**src/rtl/if_fetch_ctrl_if.sv**
```systemverilog
// DRAM/cache read channel between the fetch controller (master) and the memory side (slave).
interface if_fetch_ctrl_if;
  logic        dram_req;
  logic [63:0] dram_addr;
  logic        dram_ready_in;
  logic [31:0] dram_rdata;

  modport master (
    output dram_req,
    output dram_addr,
    input  dram_ready_in,
    input  dram_rdata
  );

  modport slave (
    input  dram_req,
    input  dram_addr,
    output dram_ready_in,
    output dram_rdata
  );
endinterface

```
**src/rtl/if_fetch_ctrl.sv**
```systemverilog
// Fetch-channel controller: steers IFP fetches to the boot ROM or DRAM, holds the
// PC while a DRAM read is outstanding, buffers stalled responses and drops flushed ones.
module if_fetch_ctrl #(
  parameter logic [63:0] ROM_BASE  = 64'h0000_0000_0000_0000,
  parameter logic [63:0] ROM_SIZE  = 64'h1000,
  parameter logic [63:0] DRAM_BASE = 64'h0000_0000_8000_0000,
  parameter logic [63:0] DRAM_SIZE = 64'h1000_0000,
  parameter int          TIMEOUT   = 64
) (
  input  logic                    clk,
  input  logic                    reset,
  input  logic [63:0]             pc_IFP,
  input  logic                    pc_valid,
  input  logic                    stall_in,
  input  logic                    flush,
  if_fetch_ctrl_if.master         dram,
  output logic                    if_channel_sel,
  output logic [31:0]             ifr_dram_dout,
  output logic                    ifr_dram_ready,
  output logic                    fetch_stall,
  output logic                    fetch_fault,
  output logic [63:0]             fault_pc
);

  localparam int CW = $clog2(TIMEOUT + 1);

  typedef enum logic [1:0] {
    S_RUN,
    S_WAIT,
    S_HOLD,
    S_DISCARD
  } state_t;

  state_t        state_q, state_d;
  logic [CW-1:0] cnt_q, cnt_d;
  logic [31:0]   buf_q, buf_d;
  logic [63:0]   fault_pc_q, fault_pc_d;

  logic          req_c, sel_c, rdy_c, stall_c, fault_c;
  logic [63:0]   addr_c;
  logic [31:0]   dout_c;

  // Window test via offset: a PC below the base wraps to a huge offset, so one
  // unsigned compare covers both bounds as long as base+size does not overflow.
  logic [63:0] rom_off, dram_off;
  logic        rom_hit, dram_hit;

  assign rom_off  = pc_IFP - ROM_BASE;
  assign dram_off = pc_IFP - DRAM_BASE;
  assign rom_hit  = rom_off < ROM_SIZE;
  assign dram_hit = dram_off < DRAM_SIZE;

  always_comb begin
    // NOTE: every signal assigned here gets a default first so no path leaves it
    // unassigned; otherwise synthesis infers a latch.
    state_d    = state_q;
    cnt_d      = cnt_q;
    buf_d      = buf_q;
    fault_pc_d = fault_pc_q;
    req_c      = 1'b0;
    addr_c     = '0;
    sel_c      = 1'b0;
    dout_c     = '0;
    rdy_c      = 1'b0;
    stall_c    = 1'b0;
    fault_c    = 1'b0;

    unique case (state_q)
      S_RUN: begin
        // A flush redirects the PC, so the current fetch neither requests nor faults.
        if (pc_valid && !stall_in && !flush) begin
          if (dram_hit) begin
            req_c   = 1'b1;
            addr_c  = pc_IFP;
            sel_c   = 1'b1;
            stall_c = 1'b1;
            cnt_d   = '0;
            state_d = S_WAIT;
          end else if (!rom_hit) begin
            fault_c    = 1'b1;
            fault_pc_d = pc_IFP;
          end
        end
      end

      S_WAIT: begin
        sel_c   = 1'b1;
        stall_c = 1'b1;
        cnt_d   = cnt_q + 1'b1;
        if (flush) begin
          state_d = dram.dram_ready_in ? S_RUN : S_DISCARD;
        end else if (dram.dram_ready_in && !stall_in) begin
          rdy_c   = 1'b1;
          dout_c  = dram.dram_rdata;
          stall_c = 1'b0;
          state_d = S_RUN;
        end else if (dram.dram_ready_in) begin
          buf_d   = dram.dram_rdata;
          state_d = S_HOLD;
        end else if (cnt_q == CW'(TIMEOUT - 1)) begin
          // Last allowed wait cycle without data: give up and drain the late answer.
          fault_c    = 1'b1;
          fault_pc_d = pc_IFP;
          state_d    = S_DISCARD;
        end
      end

      S_HOLD: begin
        sel_c   = 1'b1;
        stall_c = stall_in;
        if (flush) begin
          buf_d   = '0;
          state_d = S_RUN;
        end else begin
          rdy_c  = 1'b1;
          dout_c = buf_q;
          if (!stall_in) begin
            state_d = S_RUN;
          end
        end
      end

      S_DISCARD: begin
        sel_c   = 1'b1;
        stall_c = 1'b1;
        if (dram.dram_ready_in) begin
          state_d = S_RUN;
        end
      end

      default: state_d = S_RUN;
    endcase
  end

  always_ff @(posedge clk) begin
    // NOTE: state registers use non-blocking assignments so every flop samples
    // pre-edge values regardless of statement order.
    if (reset) begin
      state_q    <= S_RUN;
      cnt_q      <= '0;
      buf_q      <= '0;
      fault_pc_q <= '0;
    end else begin
      state_q    <= state_d;
      cnt_q      <= cnt_d;
      buf_q      <= buf_d;
      fault_pc_q <= fault_pc_d;
    end
  end

  // Reset overrides everything, including the combinational request and fault strobes.
  assign dram.dram_req  = req_c & ~reset;
  assign dram.dram_addr = reset ? '0 : addr_c;
  assign if_channel_sel = sel_c & ~reset;
  assign ifr_dram_dout  = reset ? '0 : dout_c;
  assign ifr_dram_ready = rdy_c & ~reset;
  assign fetch_stall    = stall_c & ~reset;
  assign fetch_fault    = fault_c & ~reset;
  assign fault_pc       = fault_pc_q;

endmodule

```
**src/flat_wrapper.sv**
```systemverilog
// flat-port wrapper written by rule: the top's interface ports become plain ports
module if_fetch_ctrl_flat 
#(
  parameter logic [63:0] ROM_BASE  = 64'h0000_0000_0000_0000,
  parameter logic [63:0] ROM_SIZE  = 64'h1000,
  parameter logic [63:0] DRAM_BASE = 64'h0000_0000_8000_0000,
  parameter logic [63:0] DRAM_SIZE = 64'h1000_0000,
  parameter int          TIMEOUT   = 64
)
  (clk, reset, pc_IFP, pc_valid, stall_in, flush, if_channel_sel, ifr_dram_dout, ifr_dram_ready, fetch_stall, fetch_fault, fault_pc, dram_dram_req, dram_dram_addr, dram_dram_ready_in, dram_dram_rdata);
  if_fetch_ctrl_if dram_i ();
  input  logic clk;
  input  logic reset;
  input  logic [63:0] pc_IFP;
  input  logic pc_valid;
  input  logic stall_in;
  input  logic flush;
  output logic if_channel_sel;
  output logic [31:0] ifr_dram_dout;
  output logic ifr_dram_ready;
  output logic fetch_stall;
  output logic fetch_fault;
  output logic [63:0] fault_pc;
  output wire logic [$bits(dram_i.dram_req)-1:0] dram_dram_req;
  output wire logic [$bits(dram_i.dram_addr)-1:0] dram_dram_addr;
  input wire logic [$bits(dram_i.dram_ready_in)-1:0] dram_dram_ready_in;
  input wire logic [$bits(dram_i.dram_rdata)-1:0] dram_dram_rdata;
  assign dram_dram_req = dram_i.dram_req;
  assign dram_dram_addr = dram_i.dram_addr;
  assign dram_i.dram_ready_in = dram_dram_ready_in;
  assign dram_i.dram_rdata = dram_dram_rdata;
  if_fetch_ctrl #(.ROM_BASE(ROM_BASE), .ROM_SIZE(ROM_SIZE), .DRAM_BASE(DRAM_BASE), .DRAM_SIZE(DRAM_SIZE), .TIMEOUT(TIMEOUT)) u_core (.clk(clk), .reset(reset), .pc_IFP(pc_IFP), .pc_valid(pc_valid), .stall_in(stall_in), .flush(flush), .dram(dram_i), .if_channel_sel(if_channel_sel), .ifr_dram_dout(ifr_dram_dout), .ifr_dram_ready(ifr_dram_ready), .fetch_stall(fetch_stall), .fetch_fault(fetch_fault), .fault_pc(fault_pc));
endmodule
```
**config.mk**
```make
export PLATFORM = sky130hd
export DESIGN_NAME = if_fetch_ctrl_flat
export DESIGN_NICKNAME = d
export VERILOG_FILES = /design/src/rtl/if_fetch_ctrl_if.sv /design/src/rtl/if_fetch_ctrl.sv /design/src/flat_wrapper.sv
export SDC_FILE = /design/constraint.sdc
export NUM_CORES = 1
export LEC_CHECK = 0
export ABC_AREA = 1
export BUFFER_PORTS_ARGS = -buffer_cell sky130_fd_sc_hd__buf_2
export CAP_MARGIN = 20
export CORE_MARGIN = 1.5
export CORE_UTILIZATION = 48
export DETAILED_ROUTE_END_ITERATION = 16
export PLACE_DENSITY = 0.74
export RECOVER_POWER = 25
export SLEW_MARGIN = 5
export SYNTH_ARGS = -nofsm -noshare
export SYNTH_HDL_FRONTEND = slang
export SYNTH_SLANG_ARGS = --single-unit
```
**constraint.sdc**
```tcl
create_clock -name clk -period 2.3 [get_ports clk]
set_clock_uncertainty 0.05 [all_clocks]
set_input_delay 0 -clock clk [delete_from_list [all_inputs] [get_ports clk]]
set_output_delay 0 -clock clk [all_outputs]
set_load 0.005 [all_outputs]
```
==> metrics.md <==
| Metric | Value |
|---|---|
| Status | finished with violations |
| Violated checks | negative setup slack |
| Layout cells sized above 1 | 0.323 |
| Primary FF master, synth | dfxtp_1 |
| CTS Root Cell | clkbuf_16 |
| Largest family of logic cells by synthesized area | simple AND/OR/NAND/NOR gates |
| Non-filler cells, final | about 1700 |
| All-Layer GR Usage | 0.271 |
| CP dominant cell by count | nor2_4 |
| Cell taking the most area after synthesis | dfxtp_1 |
| Buf/Inv on CP | 6 |
| Post-detail-place hpwl | 17300 µm |
| Initial antenna violation count | 0 |
| CTS H-Tree Depth | 3 |
| Placement Rows | 46 |
| Leakage | 0.00486 µW |
| Syn avg cell area | between 6 and 7 µm² |
| Via count | roughly 8900 |
| Die width | approximately 130 µm |
| Placement Cell Area | between 0.009 and 0.01 mm² |
| Mux share of post-synthesis cell area | 0 |
| Largest net degree at the start of global routing | 66 |
| GPL Wtd Cong | 0.971 |
| First-pass GRT wire length | 36400 µm |
| Drt pass-1 iters | 5 |
| Final instance area | 0.0106 mm² |
| Overflow left after global routing | 0 |
| CP arrival | ~2.4 ns |
| Top cells by area, synth | dfxtp_1, nand2_1, nor2_1, inv_1, nand3_2 |
| DRC Markers | 0 |
| Slowest stage delay, CP | 0.34 ns |
| Simple-gate share of the synthesized area | 0.356 |
| Post-synth cell types | 39 |
| Fin. max-slew vios | 0 |
| WL/cell | around 15 µm |
| CTS tree | built |
| IO Port Bufs | about 230 |
| Die Y | 130 µm |
| Setup WS post-layout | -0.0990 ns |
| Reg2reg setup slack | 0.19 ns |
| Initial DRC Count | roughly 660 |
| Total CTS buffers | 9 |
| Max clock buf depth | 2 |
| Unrepaired setup endpoints after global routing | true |
| Post-Syn Area | 0.00769 mm² |
| Synth Warn # | 0 |
| Share of Yosys cell area claimed by the top area cell type | 0.273 |
| Crit path depth | 17 |
| Post-synthesis register bit count | 105 |
| Compound-Gate Fraction of Synth Area | 0.165 |
| Cell count after placement | approximately 1700 |
| Final worst-path cycle share | 1.04 |
| I/O pins | around 270 |
| Type of the worst setup path | in -> out |
| Post-Syn Instances | around 1200 |
| RR Endpoint | u_core.fault_pc[43] |
| CP Launch Type | input port |
| Async SR Flop Fraction | 0 |
| R2R cell count | 8 |
| Antenna diodes | 0 |
| CP delay by family, top | simple AND/OR/NAND/NOR gates |
| Hold Crit Depth | 5 |
| Hold Vio Cnt, Final | 0 |
| DRT antenna net count | 0 |
| Fmax | approximately 420 MHz |
| Final wirelength | roughly 25000 µm |
| Critical-path cell list | clkbuf_4 -> nor2_4 -> buf_4 -> nand2_2 -> nor2_4 -> nand2_4 -> inv_2 -> nand2_1 -> nand2_2 -> nor3b_2 -> nand3_2 -> nor4_4 -> nand4_4 -> buf_12 -> clkbuf_16 -> nor2_4 -> buf_2 |
| Adder-Cell Fraction of Synth Area | 0.0114 |
| Worst Hold Endpoint | u_core.fault_pc[27] |
| Max FO, Critical Path | 6 |
| Number of synthesized flops with an enable pin | 0 |
| Die ar. | 0.0168 mm² |
| Hold Path Class | in -> reg |
| CTS clock-pin slew for the worst setup and hold paths | around 0.070 ns |
| Hold WS | 0.0310 ns |
| Final setup fails | 18 |
| Critical R2R Launch | u_core.state_q[1] |
| CP max-delay cell | nor4_4 |
| Layout Nets | between 1500 and 2000 |
| VDD IR-drop max | 315 µV |
| Xor and xnor fraction of the mapped netlist area | 0.00456 |
| Vias per inst | 5.11 |
| Critical Path RT | 2.25 ns |
| Sink Count | 105 |
| Core Box Area | 0.0158 mm² |
| Number of global-route vias before repair | 7566 |
| Seq/Total Area, Yosys | 0.273 |
| Initial core utilization | 0.488 |
| Min-Delay Startpoint | pc_IFP[27] |
| Final Critical Period | 2.40 ns |
| Area Overhead vs Synth | 37.4% |
| Crit end category | output pin |
| Max-Cap Viols | 0 |
| Clk_lat worst skew | 0.36 ns |
| Pwr dens | 412 mW/mm² |
[flip-flops by register name, indices dropped and copies added (netlist names)]
name	cells
u_core.fault_pc	64
u_core.buf_q	32
u_core.cnt_q	7
u_core.state_q	2
[area by class of cell]
cell class,instances,area [µm²]
Fill cell,1427,5210
Multi-Input combinational cell,848,4740
Timing Repair Buffer,361,2440
Sequential cell,105,2100
Inverter,187,707
Tap cell,216,270
Clock buffer,9,225
Clock inverter,7,83.8
[layout by cell type, fill, tap and decap left out, drive strengths merged, types with 2 or more instances in the layout]
cell type,instances
o22ai,64
xor2,3
o211ai,2
nand4,16
inv,191
dfxtp,105
conb,33
nand3,100
buf,289
o21ai,48
nor4,2
clkbuf,46
dlygate4sd3,35
nor2,229
a21oi,113
nor3,8
ha,7
nand2,219
[metrics by stage]
stage | setup TNS [ns] | util | worst slack, ns | total power [µW]
floorplan | 0 | - | 0.193 | 2380
global placement | -0.568 | 0.583 | -0.0454 | 2620
detailed placement | -1.57 | 0.583 | -0.0996 | 2630
CTS | 0 | 0.626 | 0.00156 | 4290
global route | -4.53 | 0.670 | -0.237 | 4520
finish | -0.435 | 0.670 | -0.0990 | 4350
[cells by family (layout without fill, tap and decap cells)]
logic type,count (synthesis),count (layout)
other,1,33
adder cells (fa/ha/maj),7,7
AO/OA/AOI/OAI,228,228
XOR/XNOR,4,4
buffers and inverters,286,564
flip-flops,105,105
AND/OR/NAND/NOR,576,576
[where the power goes]
part	internal (µW)	switching, µW	total, µW
combinational	339	469	808
sequential	1870	32.6	1910
clock	869	763	1630
[layer usage]
| metal | up-vias | share of wire | GRT usage |
|---|---|---|---|
| met1 | 3991 | 0.42 | 0.339 |
| met2 | 384 | 0.47 | 0.454 |
| li1 | 4405 | - | - |
| met3 | 74 | 0.074 | 0.0487 |
| met5 | - | 0 | 0 |
| met4 | 0 | 0.034 | 0.122 |
[Yosys cell counts, types with 7 or more instances]
master	n
a21oi_1	103
a21oi_2	10
buf_4	42
buf_6	13
clkbuf_1	26
dfxtp_1	105
ha_1	7
inv_1	181
nand2_1	210
nand3_1	48
nand3_2	52
nand4_1	15
nor2_1	207
nor2_2	20
nor3_1	8
o21ai_0	38
o21ai_1	10
o22ai_1	64
[how the worst max path moves through the flow]
stage | from | end
5_1_grt | pc_IFP[33] | dram_dram_addr[24]
4_1_cts | pc_IFP[43] | dram_dram_addr[11]
2_1_floorplan | u_core.state_q[1] | u_core.fault_pc[0]
6_report | pc_IFP[39] | dram_dram_addr[24]
3_3_place_gp | pc_IFP[32] | u_core.fault_pc[11]
3_5_place_dp | pc_IFP[32] | u_core.fault_pc[5]
[what timing repair did]
action	4_1_cts	5_1_grt
hold buffers	35	0
gates resized for setup	4	153
buffers inserted	0	15
endpoints found under the setup margin	20	108
gates cloned	0	2
hold endpoints to repair	40	0
pin swaps	0	38
[worst min-delay path, delay by kind of cell]
kind / cells / cell delay (ns)
buffers and inverters: 2 / 0.14
AND/OR/NAND/NOR: 3 / 0.25
Power figures use the tool's default switching activity.
